===== src/rtl/ff_bank_pkg.sv =====
// Shared mode encoding for the ff_bank register bank and its per-bit cell.
package ff_pkg;

  localparam logic [1:0] MODE_D  = 2'b00;
  localparam logic [1:0] MODE_T  = 2'b01;
  localparam logic [1:0] MODE_JK = 2'b10;
  localparam logic [1:0] MODE_SR = 2'b11;

endpackage


===== src/rtl/ff_bank_if.sv =====
// Control/data bundle between a controller (master) and the ff_bank register bank (slave).
interface ff_bank_if #(
  parameter int WIDTH = 8,
  parameter int CNT_W = 8
) ();

  logic             en;
  logic [1:0]       mode;
  logic [WIDTH-1:0] a;
  logic [WIDTH-1:0] b;
  logic             load;
  logic [WIDTH-1:0] load_data;
  logic             clr_err;
  logic [WIDTH-1:0] q;
  logic [WIDTH-1:0] q_n;
  logic [WIDTH-1:0] rise;
  logic [WIDTH-1:0] fall;
  logic             err_sr;
  logic [CNT_W-1:0] chg_cnt;

  modport master (
    output en, mode, a, b, load, load_data, clr_err,
    input  q, q_n, rise, fall, err_sr, chg_cnt
  );

  modport slave (
    input  en, mode, a, b, load, load_data, clr_err,
    output q, q_n, rise, fall, err_sr, chg_cnt
  );

endinterface


===== src/rtl/ff_bank_cell.sv =====
// One-bit next-state logic for D/T/JK/SR modes; flags s=r=1 in SR mode as illegal.
module ff_cell
  import ff_pkg::*;
(
  input  logic [1:0] i_mode,
  input  logic       i_a,
  input  logic       i_b,
  input  logic       i_q,
  output logic       o_qNext,
  output logic       o_illegal
);

  always_comb begin
    o_qNext   = i_q;
    o_illegal = 1'b0;
    case (i_mode)
      MODE_D:  o_qNext = i_a;
      MODE_T:  o_qNext = i_q ^ i_a;
      MODE_JK: begin
        case ({i_a, i_b})
          2'b01:   o_qNext = 1'b0;
          2'b10:   o_qNext = 1'b1;
          2'b11:   o_qNext = ~i_q;
          default: o_qNext = i_q;
        endcase
      end
      MODE_SR: begin
        case ({i_a, i_b})
          2'b01:   o_qNext = 1'b0;
          2'b10:   o_qNext = 1'b1;
          2'b11:   o_illegal = 1'b1;
          default: o_qNext = i_q;
        endcase
      end
      default: o_qNext = i_q;
    endcase
  end

endmodule


===== src/rtl/ff_bank.sv =====
// Configurable flip-flop bank: per-bit mode logic, parallel load, edge pulses,
// sticky illegal-SR flag and a saturating change counter.
module ff_bank
  import ff_pkg::*;
#(
  parameter int               WIDTH       = 8,
  parameter logic [WIDTH-1:0] RESET_VALUE = '0,
  parameter int               CNT_W       = 8
) (
  input  logic     clk,
  input  logic     rst_n,
  ff_bank_if.slave bus
);

  localparam logic [CNT_W-1:0] CNT_MAX = '1;
  localparam logic [CNT_W-1:0] CNT_ONE = CNT_W'(1);

  logic [WIDTH-1:0] r_q;
  logic [WIDTH-1:0] r_qPrev;
  logic [WIDTH-1:0] r_rise;
  logic [WIDTH-1:0] r_fall;
  logic             r_errSr;
  logic [CNT_W-1:0] r_chgCnt;

  logic [WIDTH-1:0] w_qMode;
  logic [WIDTH-1:0] w_illegal;
  logic [WIDTH-1:0] w_qNext;
  logic             w_setErr;

  for (genvar gi = 0; gi < WIDTH; gi++) begin : g_cell
    ff_cell u_cell (
      .i_mode    (bus.mode),
      .i_a       (bus.a[gi]),
      .i_b       (bus.b[gi]),
      .i_q       (r_q[gi]),
      .o_qNext   (w_qMode[gi]),
      .o_illegal (w_illegal[gi])
    );
  end

  always_comb begin
    w_qNext = r_q;
    if (bus.load)
      w_qNext = bus.load_data;
    else if (bus.en)
      w_qNext = w_qMode;
  end

  // A load cycle suppresses the illegal-SR check even when en is high.
  assign w_setErr = bus.en & ~bus.load & (|w_illegal);

  // r_qPrev lags q by one edge so rise/fall appear one cycle after q changes.
  always_ff @(posedge clk) begin
    if (!rst_n) begin
      r_q      <= RESET_VALUE;
      r_qPrev  <= RESET_VALUE;
      r_rise   <= '0;
      r_fall   <= '0;
      r_errSr  <= 1'b0;
      r_chgCnt <= '0;
    end else begin
      r_q     <= w_qNext;
      r_qPrev <= r_q;
      r_rise  <= r_q & ~r_qPrev;
      r_fall  <= ~r_q & r_qPrev;
      if ((w_qNext != r_q) && (r_chgCnt != CNT_MAX))
        r_chgCnt <= r_chgCnt + CNT_ONE;
      if (w_setErr)
        r_errSr <= 1'b1;
      else if (bus.clr_err)
        r_errSr <= 1'b0;
    end
  end

  assign bus.q       = r_q;
  assign bus.q_n     = ~r_q;
  assign bus.rise    = r_rise;
  assign bus.fall    = r_fall;
  assign bus.err_sr  = r_errSr;
  assign bus.chg_cnt = r_chgCnt;

endmodule


===== src/flat_wrapper.sv =====
// flat-port wrapper written by rule: the top's interface ports become plain ports
module ff_bank_flat import ff_pkg::*;
#(
  parameter int               WIDTH       = 8,
  parameter logic [WIDTH-1:0] RESET_VALUE = '0,
  parameter int               CNT_W       = 8
)
  (clk, rst_n, bus_en, bus_mode, bus_a, bus_b, bus_load, bus_load_data, bus_clr_err, bus_q, bus_q_n, bus_rise, bus_fall, bus_err_sr, bus_chg_cnt);
  ff_bank_if #(.WIDTH(WIDTH), .CNT_W(CNT_W)) bus_i ();
  input  logic clk;
  input  logic rst_n;
  input wire logic [$bits(bus_i.en)-1:0] bus_en;
  input wire logic [$bits(bus_i.mode)-1:0] bus_mode;
  input wire logic [$bits(bus_i.a)-1:0] bus_a;
  input wire logic [$bits(bus_i.b)-1:0] bus_b;
  input wire logic [$bits(bus_i.load)-1:0] bus_load;
  input wire logic [$bits(bus_i.load_data)-1:0] bus_load_data;
  input wire logic [$bits(bus_i.clr_err)-1:0] bus_clr_err;
  output wire logic [$bits(bus_i.q)-1:0] bus_q;
  output wire logic [$bits(bus_i.q_n)-1:0] bus_q_n;
  output wire logic [$bits(bus_i.rise)-1:0] bus_rise;
  output wire logic [$bits(bus_i.fall)-1:0] bus_fall;
  output wire logic [$bits(bus_i.err_sr)-1:0] bus_err_sr;
  output wire logic [$bits(bus_i.chg_cnt)-1:0] bus_chg_cnt;
  assign bus_i.en = bus_en;
  assign bus_i.mode = bus_mode;
  assign bus_i.a = bus_a;
  assign bus_i.b = bus_b;
  assign bus_i.load = bus_load;
  assign bus_i.load_data = bus_load_data;
  assign bus_i.clr_err = bus_clr_err;
  assign bus_q = bus_i.q;
  assign bus_q_n = bus_i.q_n;
  assign bus_rise = bus_i.rise;
  assign bus_fall = bus_i.fall;
  assign bus_err_sr = bus_i.err_sr;
  assign bus_chg_cnt = bus_i.chg_cnt;
  ff_bank #(.WIDTH(WIDTH), .RESET_VALUE(RESET_VALUE), .CNT_W(CNT_W)) u_core (.clk(clk), .rst_n(rst_n), .bus(bus_i));
endmodule

===== config.mk =====
export PLATFORM = sky130hd
export DESIGN_NAME = ff_bank_flat
export DESIGN_NICKNAME = d
export VERILOG_FILES = /design/src/rtl/ff_bank_pkg.sv /design/src/rtl/ff_bank_if.sv /design/src/rtl/ff_bank_cell.sv /design/src/rtl/ff_bank.sv /design/src/flat_wrapper.sv
export SDC_FILE = /design/constraint.sdc
export NUM_CORES = 1
export LEC_CHECK = 0
export ABC_AREA = 1
export CORE_ASPECT_RATIO = 0.6
export CORE_UTILIZATION = 30
export CTS_BUF_LIST = sky130_fd_sc_hd__clkbuf_4 sky130_fd_sc_hd__clkbuf_8
export CTS_CLUSTER_SIZE = 28
export DETAILED_ROUTE_END_ITERATION = 8
export GPL_TIMING_DRIVEN = 0
export PLACE_DENSITY = 0.64
export SYNTH_ARGS = -nofsm -noshare
export SYNTH_HDL_FRONTEND = slang
export SYNTH_SLANG_ARGS = --single-unit

===== constraint.sdc =====
create_clock -name clk -period 1.6 [get_ports clk]
set_input_delay 0.16 -clock clk [delete_from_list [all_inputs] [get_ports clk]]
set_output_delay 0.16 -clock clk [all_outputs]
set_load 0.01 [all_outputs]

* Word-level counts from Yosys, hierarchy flattened
Index checks and enable logic that the tools add are counted.
W data, S select, Z words.
** Word-level totals
- RAM bits :: 0
- Bits in read-only memories :: 0
- Bits in latches :: 0
- Memories kept :: 0
- Register bits :: 41
** Cells by class
- Multiply operators :: 0
- Equal/unequal tests :: 29
- Reduce and logical (&&, ||, !) cells :: 4
- Multiplexer cells :: 44
- Add/subtract/negate cells :: 1
- Divide/modulo/power cells :: 0
- Shifts and indexed selects :: 0
- Bitwise logic cells :: 23
- $lt $le $gt $ge :: 0
** Operator list (count)
- $eq A2 B2 Y1 const B :: 18
- $pmux W1 S4 :: 8
- $pmux W1 S3 :: 8
- $eq A2 B1 Y1 const B :: 9
- $mux W1 :: 18
- $and A8 B8 Y8 :: 2
- $mux W8 :: 2
- $not A8 Y8 :: 2
- $pmux W1 S2 :: 8
- $not A1 Y1 :: 9
- $add A8 B1 Y8 const B :: 1
- $ne A8 B8 Y1 :: 1
- $ne A8 B8 Y1 const B :: 1
- $reduce_or A8 Y1 :: 1
- $xor A1 B1 Y1 :: 8
- $and A1 B1 Y1 :: 2
- $logic_not A2 Y1 :: 1
- $reduce_bool A2 Y1 :: 1
- $logic_and A1 B1 Y1 :: 1

* Logic depth before layout (Yosys ltp)
- Depth in word-level cells :: 7
- Gate-level depth with buffers :: 18

* Modules after synthesis
A second synthesis with hierarchy kept.
** Second synthesis, totals
- Cell total of the unflattened synthesis :: 426
- Area, all modules :: 2651.3 um2
** Modules (own cells, without submodules)
- ff_bank :: seq. area each 820.8 um2, times used 1, cells an instance 242, area each 1740.4 um2
- ff_cell :: seq. area each 0.0 um2, times used 8, cells an instance 23, area each 113.9 um2

* Worst setup path before layout
No wires, ideal clock.
- Kind :: input to register
- Start point :: in bus_b[7]
- End point :: reg u_core.r_chgCnt[0], in the netlist u_core.bus.chg_cnt[0]
- Arrival time :: 1.597 ns
- Setup slack :: -0.112 ns
- Buffers on the path :: 1
- Cell stages on the path :: 17
- Setup time :: 0.115 ns
- Cell sequence :: inv_1 > ha_1 > nor2_1 > nor2_1 > a21oi_1 > nand3_1 > nand2_1 > nand2_1 > nand2_1 > nand2_1 > inv_1 > nand2_1 > nor2_1 > nand2_2 > buf_6 > a21oi_1 > nor2_1
** Between the ends
- Cells in the longest elaborated chain, start to end :: 7
** RTL lines
- from (decl) :: RTL line flat_wrapper.sv:15 : input wire logic [$bits(bus_i.b)-1:0] bus_b;
- $eq A2 B2 Y1, or another cell as far along :: RTL line ff_bank_cell.sv:20 : case ({i_a, i_b})
- $pmux W1 S3 / $pmux W1 S2 (equally long branches) :: RTL line ff_bank_cell.sv:20, ff_bank_cell.sv:28
- $pmux W1 S4 (*) :: RTL line ff_bank_cell.sv:16 : case (i_mode)
- $mux W8 (*) :: RTL line ff_bank.sv:45 : else if (bus.en)
- $mux W8 (*) :: RTL line ff_bank.sv:43 : if (bus.load)
- $ne A8 B8 Y1 (*) :: RTL line ff_bank.sv:66 : if ((w_qNext != r_q) && (r_chgCnt != CNT_MAX))
- $logic_and A1 B1 Y1 (*) :: RTL line ff_bank.sv:66
- to (signal assigned) :: RTL line ff_bank.sv:67 : r_chgCnt <= r_chgCnt + CNT_ONE;
- to (decl) :: RTL line ff_bank.sv:23 : logic [CNT_W-1:0] r_chgCnt;
Every way passes the cells marked *; elsewhere a longest branch is shown, timed or not.
A chain may end at the register's enable or synchronous reset.

* Worst setup path after layout
- Start point :: reg u_core.r_q[7], in the netlist u_core.bus.q[7]
- End point :: reg u_core.r_chgCnt[1], in the netlist u_core.bus.chg_cnt[1]
** Between the ends
- Cells in the longest elaborated chain, start to end :: 7
** RTL lines
- from (decl) :: RTL line ff_bank.sv:18 : logic [WIDTH-1:0] r_q;
- from (signal assigned) :: RTL line ff_bank.sv:62 : r_q <= w_qNext;
- $not A1 Y1 :: RTL line ff_bank_cell.sv:23 : 2'b11: o_qNext = ~i_q;
- $pmux W1 S3 :: RTL line ff_bank_cell.sv:20
- $pmux W1 S4 :: RTL line ff_bank_cell.sv:16
- $mux W8 :: RTL line ff_bank.sv:45
- $mux W8 :: RTL line ff_bank.sv:43
- $ne A8 B8 Y1 (*) :: RTL line ff_bank.sv:66
- $logic_and A1 B1 Y1 (*) :: RTL line ff_bank.sv:66
Marked as above.

==> run_results.csv <==
group,metric,value,unit
timing,finalCritPeriodShare,106,%
routing,vias_per_cell,4.60,
pwr,power.share.sequential,41.3,%
placed_design,place_area,0.00331,mm^2
die,ios,72,
timing,hold_viol,0,
clock_network,cts.path.max_buffers,2,
synth,synth_warnings,0,
final_layout,area_growth,60.5,%
pwr,power_density,703,mW/mm^2
worst_setup_path,max_stage_delay,0.37,ns
worst_setup_path,critPathBufInv,3,
global_route,overflow,0,
clock_network,tritoncts,"yes",
worst_setup_path,rrSetupSlack,-0.10,ns
min_path,worstHoldPathType,"input port to register",
routing,post-route-drc-count,0,
clock_network,cts.clk_slew.worst_paths,0.09,ns
pwr,p_clk_share,31.7,%
final_layout,n_antenna_cell,0,
timing,rsz0062_at_grt,"true",
worst_setup_path,critical_path.most_common_cell,"nand2_2",
min_path,worstHoldPathCells,3,
worst_setup_path,cp-end-kind,"register",
min_path,min-delay-start,"rst_n",
global_route,gr-usage-met2,23.4,%
synth,synth_area,0.00239,mm^2
placed_design,numPortBuffers,69,
global_route,top_usage_layer,"met1",
worst_setup_path,r2r-end,"u_core.bus.chg_cnt[1]",
routing,drt_iter0_drc,147,
global_route,grtUsageMet1,25.0,%
final_layout,fillers,707,
final_layout,drive_above_1_share,31.4,%
routing,wl_per_cell,12.4,um
pwr,vdd_ir_drop_max,0.000354,V
worst_setup_path,r2r_cells,15,
final_layout,final_cell_mix,"99 x nand2_1, 46 x clkdlybuf4s50_1, 40 x nor2_1",
die,die-area,0.00833,mm^2
global_route,first_global_vias,2244,
global_route,grt_pass1_wl,10600,um
worst_setup_path,critPathTopFamily,"simple AND/OR/NAND/NOR gates",
min_path,min_to,"u_core.r_qPrev[6]",
synth,ys_ff_latch,41,
global_route,grt_max_degree,15,
final_layout,post-route-util,51.3,%
status,status,"finished with violations",
global_route,met3_usage,4.63,%
die,die_h,71.1,um
final_layout,nets,512,
worst_setup_path,cp_cell_sequence,"inv_4 -> nand2_2 -> a21oi_2 -> nand3_2 -> nand2_2 -> nand2_2 -> nand2_1 -> nand2_1 -> inv_1 -> nand2_2 -> nor2_4 -> nand2_4 -> buf_16 -> a21oi_2 -> nor2_1",
synth,syn_nets,415,
placed_design,placedCellCount,540,
clock_network,clk-insertion-delay-late,0.30,ns
timing,max_slew_margin,66.0,%
pwr,p_comb_share,27.0,%
die,fp.dieW,117,um
timing,fin_ws,-0.104,ns
placed_design,routabilityCongestion,0.891,
final_layout,final_cell_area,0.00383,mm^2
worst_setup_path,crit_arrival,1.90,ns
die,start_util,31.9,%
final_layout,stdcell_count,569,
pwr,p_leak,1.86,nW
clock_network,numCtsBuffers,5,
placed_design,post-dp-hpwl,5230,um
die,core-area,0.00748,mm^2
worst_setup_path,worstPathRequired,1.80,ns
run,maxCapViolations,0,
routing,wirelength,7070,um
die,num_rows,24,
clock_network,cts.htree.levels,2,
timing,min_period,1.70,ns
global_route,antenna_found_initial,0,
global_route,grt.total_usage,16.5,%
timing,setup_viol,8,
placed_design,pre_cts_slack,-0.999,ns
synth,syn_inst,367,
timing,drv_slew,0,
worst_setup_path,crit_fanout,5,
worst_setup_path,cp-start-kind,"register",
worst_setup_path,criticalPathCategory,"register to register",
timing,setup_tns,-0.721,ns
worst_setup_path,cpMaxStageDelayCell,"dfxtp_4",
synth,yosysSeqAreaShare,34.4,%
timing,max_freq,0.587,GHz
clock_network,clock-sinks,41,
pwr,p_int,1.89,mW
timing,tightest_slew,0.509,ns
status,violations,"setup timing",
worst_setup_path,worstReg2RegStart,"u_core.bus.q[7]",
routing,num_vias,2618,
pwr,swShare,29.9,%
routing,firstDrtPassIters,4,
final_layout,final_common_cell,"nand2_1",
synth,avgSynthCellArea,6.51,um^2
timing,skew,0.00840,ns
clock_network,cts.hold.buffers_added,0,
pwr,power_switching,807,uW
routing,antenna_left,0,
clock_network,cts_root_buf,"clkbuf_8",
synth,synth_cell_types,22,
## layout make-up
| class | count | area [um^2] | share of cell area [%] |
|---|---|---|---|
| clock buffers | 5 | 68.8 | 1.80 |
| repair buffers | 90 | 837 | 21.8 |
| clock inverters | 3 | 46.3 | 1.21 |
| flip-flops and latches | 41 | 850 | 22.2 |
| inverters | 51 | 216 | 5.65 |
| plain buffers | 16 | 138 | 3.59 |
| multi-input cells | 259 | 1550 | 40.4 |
| well taps | 104 | 130 | 3.39 |
## logic make-up after synthesis
kind of cell             count (synthesis)  share of synthesized area, %
AO/OA/AOI/OAI                           36                          7.80
adder cells (fa/ha/maj)                 17                          8.91
buffers and inverters                   67                          13.6
flip-flops                              41                          34.4
AND/OR/NAND/NOR                        206                          35.3
## power groups by stage
stage / sequential (mW) / clock [mW] / combinational (mW)
finish: 1.11 / 0.854 / 0.728
global route: 1.12 / 0.925 / 0.798
CTS: 1.11 / 0.861 / 0.650
detailed placement: 1.14 / 0 / 0.603
global placement: 1.14 / 0 / 0.588
floorplan: 1.14 / 0 / 0.326
## cell usage after synthesis, drive strengths merged
master / number / area share (%)
a2111o: 1 / 0.47
a21oi: 32 / 6.7
and3: 2 / 0.52
buf: 13 / 4.6
clkbuf: 3 / 1.0
clkinv: 1 / 0.16
dfxtp: 41 / 34
ha: 17 / 8.9
inv: 50 / 7.9
nand2: 117 / 19
nand3: 38 / 8.0
nand3b: 1 / 0.31
nor2: 45 / 7.1
nor3: 1 / 0.21
nor4: 2 / 0.52
o21ai: 3 / 0.63
## metal layers
metal  share of wire (%)  vias to the layer above  routed length [um]
met5                   0                        -                   0
met4                0.45                        0                  32
met3                 8.1                        5                 573
met2                  41                       75                2880
met1                  51                     1203                3580
li1                    -                     1335                   -
## worst reg2reg max path: stages (launching register included)
cell and delay (ns):
dfxtp_4 0.37, inv_4 0.06, nand2_2 0.04, a21oi_2 0.14, nand3_2 0.07, nand2_2 0.10
nand2_2 0.05, nand2_1 0.06, nand2_1 0.05, inv_1 0.06, nand2_2 0.07, nor2_4 0.12
nand2_4 0.09, buf_16 0.15, a21oi_2 0.12, nor2_1 0.05
## worst max-delay path by stage
stage                               start               endpoint  slack, ns  cells after the start
after floorplan                  bus_a[3]  u_core.bus.chg_cnt[3]      -0.06                     16
after global placement        bus_mode[1]  u_core.bus.chg_cnt[3]      -0.91                     17
after global routing             bus_b[0]  u_core.bus.chg_cnt[0]      -0.24                     17
after CTS                 u_core.bus.q[3]  u_core.bus.chg_cnt[0]      -0.15                     15
final                     u_core.bus.q[7]  u_core.bus.chg_cnt[1]      -0.10                     15
after detailed placement      bus_mode[0]  u_core.bus.chg_cnt[0]       -1.0                     17
## per-stage QoR
stage               power, mW  hold slack [ns]
global route             2.84            0.169
global placement         1.73            0.397
floorplan                1.46            0.323
finish                   2.69            0.147
CTS                      2.62            0.159
detailed placement       1.74            0.405
## state kept, by name (all words and copies together) (netlist names)
register,cells
u_core.r_qPrev,8
u_core.bus.chg_cnt,8
u_core.bus.q,8
u_core.bus.err_sr,1
u_core.bus.fall,8
u_core.bus.rise,8
## timing repair
| action | 4_1_cts | 5_1_grt |
|---|---|---|
| gates resized for setup | 80 | 60 |
| buffers inserted | 13 | 7 |
| endpoints found under the setup margin | 14 | 10 |
| cloned | 1 | 0 |
| pin swaps | 27 | 33 |
(Power assumes the default switching activity.)
